--- src/rtl/fc_layer_seq.sv ---
// Time-multiplexed fully-connected layer: LANES MACs per cycle over a latched feature vector,
// requantised, saturated, optional ReLU, streamed out on a valid/ready port.
module fc_layer_seq #(
  parameter int NEURONS  = 100,
  parameter int FEATURES = 128,
  parameter int DATA_W   = 8,
  parameter int LANES    = 4,
  parameter int ACC_W    = 24,
  parameter int SHIFT    = 7,
  parameter int RELU_EN  = 1,
  localparam int K  = FEATURES / LANES,
  localparam int AW = (NEURONS * K > 1) ? $clog2(NEURONS * K) : 1,
  localparam int NW = (NEURONS > 1) ? $clog2(NEURONS) : 1
) (
  input  logic                         clk,
  input  logic                         rst_n,
  input  logic                         start,
  input  logic [DATA_W*FEATURES-1:0]   feature,
  output logic                         busy,
  output logic                         w_rd_en,
  output logic [AW-1:0]                w_addr,
  input  logic [DATA_W*LANES-1:0]      w_data,
  output logic                         b_rd_en,
  output logic [NW-1:0]                b_addr,
  input  logic [DATA_W-1:0]            b_data,
  output logic                         out_valid,
  input  logic                         out_ready,
  output logic [DATA_W-1:0]            out_data,
  output logic [NW-1:0]                out_index,
  output logic                         done
);
  localparam int CW = (K > 1) ? $clog2(K) : 1;

  localparam logic [2:0] S_IDLE  = 3'd0;
  localparam logic [2:0] S_MAC   = 3'd1;
  localparam logic [2:0] S_DRAIN = 3'd2;
  localparam logic [2:0] S_RQ    = 3'd3;
  localparam logic [2:0] S_OUT   = 3'd4;

  localparam logic signed [ACC_W:0] SAT_MAX = $signed({{(ACC_W-DATA_W+2){1'b0}}, {(DATA_W-1){1'b1}}});
  localparam logic signed [ACC_W:0] SAT_MIN = $signed({{(ACC_W-DATA_W+2){1'b1}}, {(DATA_W-1){1'b0}}});

  logic [2:0]                  state_r;
  logic [DATA_W*FEATURES-1:0]  feat_r;
  logic [NW-1:0]               neuron_r;
  logic [CW-1:0]               chunk_r;
  logic [CW-1:0]               pend_chunk_r;
  logic                        pend_r;
  logic                        b_pend_r;
  logic signed [ACC_W-1:0]     acc_r;
  logic signed [DATA_W-1:0]    bias_r;
  logic                        busy_r, w_rd_en_r, b_rd_en_r, out_valid_r, done_r;
  logic [AW-1:0]               w_addr_r;
  logic [NW-1:0]               b_addr_r, out_index_r;
  logic [DATA_W-1:0]           out_data_r;

  logic [DATA_W*LANES-1:0]     feat_chunk_s [K];
  logic [DATA_W*LANES-1:0]     feat_sel_s;
  logic signed [2*DATA_W-1:0]  prod_s;
  logic signed [ACC_W-1:0]     mac_sum_s;
  logic signed [ACC_W-1:0]     shifted_s;
  logic signed [ACC_W:0]       biased_s;
  logic [DATA_W-1:0]           sat_s;
  logic [DATA_W-1:0]           rq_s;

  for (genvar c = 0; c < K; c++) begin : g_chunk
    assign feat_chunk_s[c] = feat_r[c*LANES*DATA_W +: LANES*DATA_W];
  end

  // Sum of lane products for the chunk whose weights are returning this cycle.
  always_comb begin
    feat_sel_s = feat_chunk_s[pend_chunk_r];
    prod_s     = '0;
    mac_sum_s  = '0;
    for (int l = 0; l < LANES; l++) begin
      prod_s    = $signed(feat_sel_s[l*DATA_W +: DATA_W]) * $signed(w_data[l*DATA_W +: DATA_W]);
      mac_sum_s = mac_sum_s + ACC_W'(prod_s);
    end
  end

  // Requantise: floor shift, bias add one bit wider, saturate, optional ReLU.
  always_comb begin
    shifted_s = acc_r >>> SHIFT;
    biased_s  = $signed({shifted_s[ACC_W-1], shifted_s}) +
                $signed({{(ACC_W+1-DATA_W){bias_r[DATA_W-1]}}, bias_r});
    if (biased_s > SAT_MAX) begin
      sat_s = {1'b0, {(DATA_W-1){1'b1}}};
    end else if (biased_s < SAT_MIN) begin
      sat_s = {1'b1, {(DATA_W-1){1'b0}}};
    end else begin
      sat_s = biased_s[DATA_W-1:0];
    end
    if ((RELU_EN != 0) && sat_s[DATA_W-1]) begin
      rq_s = '0;
    end else begin
      rq_s = sat_s;
    end
  end

  // Sequencer: issues reads in MAC, accumulates one cycle behind, then requantises and hands off.
  always_ff @(posedge clk or negedge rst_n) begin
    if (!rst_n) begin
      state_r      <= S_IDLE;
      feat_r       <= '0;
      neuron_r     <= '0;
      chunk_r      <= '0;
      pend_chunk_r <= '0;
      pend_r       <= 1'b0;
      b_pend_r     <= 1'b0;
      acc_r        <= '0;
      bias_r       <= '0;
      busy_r       <= 1'b0;
      w_rd_en_r    <= 1'b0;
      w_addr_r     <= '0;
      b_rd_en_r    <= 1'b0;
      b_addr_r     <= '0;
      out_valid_r  <= 1'b0;
      out_data_r   <= '0;
      out_index_r  <= '0;
      done_r       <= 1'b0;
    end else begin
      done_r       <= 1'b0;
      pend_r       <= w_rd_en_r;
      pend_chunk_r <= chunk_r;
      b_pend_r     <= b_rd_en_r;
      if (b_pend_r) begin
        bias_r <= b_data;
      end
      case (state_r)
        S_IDLE: begin
          if (start) begin
            feat_r    <= feature;
            neuron_r  <= '0;
            chunk_r   <= '0;
            acc_r     <= '0;
            busy_r    <= 1'b1;
            w_rd_en_r <= 1'b1;
            w_addr_r  <= '0;
            b_rd_en_r <= 1'b1;
            b_addr_r  <= '0;
            state_r   <= S_MAC;
          end
        end
        S_MAC: begin
          if (pend_r) begin
            acc_r <= acc_r + mac_sum_s;
          end
          b_rd_en_r <= 1'b0;
          if (chunk_r == CW'(K - 1)) begin
            w_rd_en_r <= 1'b0;
            state_r   <= S_DRAIN;
          end else begin
            chunk_r  <= chunk_r + CW'(1);
            w_addr_r <= w_addr_r + AW'(1);
          end
        end
        S_DRAIN: begin
          if (pend_r) begin
            acc_r <= acc_r + mac_sum_s;
          end
          state_r <= S_RQ;
        end
        S_RQ: begin
          out_data_r  <= rq_s;
          out_index_r <= neuron_r;
          out_valid_r <= 1'b1;
          state_r     <= S_OUT;
        end
        S_OUT: begin
          if (out_ready) begin
            out_valid_r <= 1'b0;
            if (neuron_r == NW'(NEURONS - 1)) begin
              done_r  <= 1'b1;
              busy_r  <= 1'b0;
              state_r <= S_IDLE;
            end else begin
              // w_addr already sits on the previous neuron's last word, so +1 starts the next row.
              neuron_r  <= neuron_r + NW'(1);
              chunk_r   <= '0;
              acc_r     <= '0;
              w_rd_en_r <= 1'b1;
              w_addr_r  <= w_addr_r + AW'(1);
              b_rd_en_r <= 1'b1;
              b_addr_r  <= neuron_r + NW'(1);
              state_r   <= S_MAC;
            end
          end
        end
        default: begin
          busy_r  <= 1'b0;
          state_r <= S_IDLE;
        end
      endcase
    end
  end

  assign busy      = busy_r;
  assign w_rd_en   = w_rd_en_r;
  assign w_addr    = w_addr_r;
  assign b_rd_en   = b_rd_en_r;
  assign b_addr    = b_addr_r;
  assign out_valid = out_valid_r;
  assign out_data  = out_data_r;
  assign out_index = out_index_r;
  assign done      = done_r;

endmodule

--- config.mk ---
export PLATFORM = sky130hd
export DESIGN_NAME = fc_layer_seq
export DESIGN_NICKNAME = d
export VERILOG_FILES = /design/src/rtl/fc_layer_seq.sv
export SDC_FILE = /design/constraint.sdc
export NUM_CORES = 2
export LEC_CHECK = 0
export ABC_AREA = 1
export CAP_MARGIN = 30
export CELL_PAD_IN_SITES_DETAIL_PLACEMENT = 0
export CELL_PAD_IN_SITES_GLOBAL_PLACEMENT = 1
export CORE_AREA = 5 5 434 436
export CTS_CLUSTER_DIAMETER = 30
export DETAILED_ROUTE_END_ITERATION = 8
export DIE_AREA = 0 0 439 441
export PLACE_DENSITY = 0.81
export SLEW_MARGIN = 20
export SYNTH_ARGS = -nofsm -noshare
export SYNTH_HDL_FRONTEND = slang
export SYNTH_SLANG_ARGS = --single-unit
--- constraint.sdc ---
create_clock -name clk -period 8.9 [get_ports clk]
set_input_delay 2.67 -clock clk [delete_from_list [all_inputs] [get_ports clk]]
set_output_delay 2.67 -clock clk [all_outputs]
set_load 0.01 [all_outputs]
==> flow_summary.yaml <==
run_status:
  status: "complete, no violations"
synthesis:
  yosys_warnings: 0
  yosysTopAreaCellShare_pct: 42.7
  synth_cell_types: 49
  ys_top_cells_by_area: "dfrtp_1 43%, nand2_1 17%, fa_1 12%"
  synth_top_cell_by_area: "dfrtp_1"
  synthesis.nets: 9724
  synth-seq-cells: 1109
  netlist_area_sq_mm: 0.0650
  syn_area_per_cell_sq_um: 7.99
  synth_simple_gate_area_share_pct: 21.8
  synth_xor_area_share_pct: 0.283
  synth_top_family_by_area: "simple AND/OR/NAND/NOR gates"
  synthCells: 8131
  synth_compound_area_share_pct: 12.1
  async_reset_ff_share_pct: 100
  synth_edf_count: 0
  muxShareOfSynthArea_pct: 0.139
  ys.flop_type: "dfrtp_1"
  seq_area_frac_synth_pct: 42.7
  synthAdderAreaFrac_pct: 14.7
clocking:
  path_clk_slew_ns: 0.05
  ctsRootBufferMaster: "clkbuf_16"
  cts_tree: "built"
  clk_path_buf_depth: 4
  numCtsBuffers: 304
  h-tree-depth: 5
  cts.sinks: 1109
  clock_latency_ns: 0.93
floorplanning:
  start_util_pct: 35.3
  pin_count: 1107
  fp-row-count: 158
  dieArea_sq_mm: 0.194
  die-width_um: 439
  core-area_sq_mm: 0.184
  die_h_um: 441
worst_hold_path:
  hold_path_depth: 0
  hold_path.class: "reg -> reg"
timing:
  worst_slack_ns: 0.172
  finalHoldViolCount: 0
  setup_viol: 0
  fin_crit_ns: 8.73
  maxSlewHeadroom_pct: 17.1
  period_share_pct: 98.1
  worstMarginPinSlew_ns: 1.24
  rsz0062_at_grt: "true"
  fmax_ghz: 0.115
  clock_skew_ns: 0.0717
  slew_violations: 0
worst_setup_path:
  crit_fanout: 5
  worstRegToRegCells: 33
  worstSetupPathType: "in -> reg"
  crit_required_ns: 9.67
  arrival_ns: 9.50
  endpoint_kind: "register"
  start_kind: "input pin"
placement:
  dpl_worst_slack_ns: -0.872
  port_buffers: 1105
  gp_congestion: 0.956
  dpl.hpwl_mm: 240
grt:
  grt_overflow: 0
  antenna_found_initial: 70
  grt_pass1_vias: 63900
  grt_usage_pct: 31.1
  grt_pass1_wl_mm: 439
  grt_max_degree: 220
flow_run:
  drv_cap: 0
drt:
  via_per_inst: 5.10
  dr_total_vias: 63300
  routed.top_layer: "met5"
  drt_pre_antenna_iters: 6
  wl_met1_mm: 124
  ant_nets: 0
  first_iter_violations: 6025
  met3_length_mm: 22.7
  drc: 0
  dr_wl_met2_mm: 145
  routed_wl_mm: 313
  wl_per_cell_um: 25.2
layout:
  final_nets: 11300
  area_growth_syn_to_layout_pct: 44.4
  most-common-layout-cells: "2940 x nand2_1, 1104 x dfrtp_1, 1104 x clkdlybuf4s50_1, 845 x inv_1, 788 x o21ai_0"
  layout_commonest_cell: "nand2_1"
  drive_above_1_share_pct: 13.0
==> cell usage after synthesis (4+ instances only) <==
master    instances
buf_4            15
inv_1           854
xor2_1           12
or2_2            12
o22ai_1          38
nand2_1        2954
xnor2_1           9
ha_1            130
buf_1            22
clkbuf_1        268
nor3_1           15
nor2_1          443
dfrtp_1        1109
buf_6             9
mux2_2            8
o211ai_1        188
nand3_1         201
o21ai_1          43
a21oi_1         350
fa_1            395
nand3b_1          4
nand4_1          11
buf_2           146
nor2_2           11
nand2_2           4
o21ai_0         821
inv_2            24
==> cell families (layout without fill, tap and decap cells) <==
group / Yosys count / count (layout)
flip-flops: 1109 / 1109
XOR/XNOR: 21 / 21
AO/OA/AOI/OAI: 1459 / 1459
multiplexers: 8 / 8
adder cells (fa/ha/maj): 525 / 525
AND/OR/NAND/NOR: 3667 / 3667
other: 1 / 39
buffers and inverters: 1341 / 3100
==> stage by stage <==
step	cells	util [%]	instance area, sq um	setup TNS (ns)	hold WS (ns)
2_1_floorplan	8131	-	65000	0	0.354
3_3_place_gp	11800	44.4	81900	-12.08	0.366
3_5_place_dp	11800	44.4	81900	-12.48	0.367
4_1_cts	12300	50.2	92500	-0.0146	0.378
5_1_grt	12400	50.9	93800	-0.173	0.385
6_report	12400	50.9	93800	0	0.374
==> repair_timing <==
| item | CTS | global route |
|---|---|---|
| setup endpoints to repair | 15 | 17 |
| setup buffers | 6 | 43 |
| endpoints found under the hold margin | 0 | 0 |
| gates cloned | 2 | 12 |
| pin swaps | 2 | 44 |
| gates resized for setup | 25 | 166 |
| hold buffers | 0 | 0 |
==> layer usage <==
metal  vias to the layer above  global-route usage [%]
li1                      28700                       -
met5                         -                       0
met3                       692                    6.80
met2                      2628                    49.7
met1                     31200                    39.3
met4                        30                    17.1
==> flip-flops by register name (all words and copies together) (netlist names) <==
name	count
feat_r	1024
acc_r	24
w_addr	12
bias_r	8
b_addr	7
out_data	7
out_index	7
chunk_r	5
pend_chunk_r	5
state_r	3
b_pend_r	1
b_rd_en	1
busy	1
done	1
out_valid	1
pend_r	1
w_rd_en	1
==> layout make-up <==
cell class / instances / area (sq um)
timing repair inverter: 3 / 50.0
clock inverter: 122 / 1730
tap: 2480 / 3100
sequential: 1109 / 27800
fill: 17500 / 90400
inverter: 881 / 3390
antenna: 38 / 95.1
multi-input combinational: 5681 / 32400
clock buffer: 404 / 8690
timing repair buffer: 1690 / 16600
==> path summary, 6_finish.rpt <==
kind                                   endpoint             from  slack (ns)
min in group asynchronous           feat_r[589]            rst_n        1.89
worst max-delay path                  acc_r[16]       w_data[30]        0.17
worst min-delay path            pend_chunk_r[3]       chunk_r[3]        0.37
worst max register to register        acc_r[19]  pend_chunk_r[1]        0.17
max in group asynchronous           feat_r[287]            rst_n        5.19
worst min register to register  pend_chunk_r[3]       chunk_r[3]        0.37
==> critical path, cell delays in order <==
cell             delay [ns]
clkdlybuf4s50_1        0.64
buf_4                  0.18
nand2_1                0.08
fa_1                   0.53
inv_1                  0.05
fa_1                   0.50
inv_1                  0.05
fa_1                   0.50
inv_1                  0.06
fa_1                   0.48
fa_1                   0.59
fa_1                   0.44
fa_1                   0.56
inv_1                  0.07
fa_1                   0.48
inv_1                  0.04
ha_1                   0.32
a21oi_1                0.35
o21ai_0                0.16
a21oi_2                0.19
nand2_1                0.12
a21o_1                 0.18
o21ai_0                0.15
nand2_1                0.08
Power is not shown: default switching activity piles up to over one toggle a cycle in this logic, so the estimate is an artifact.
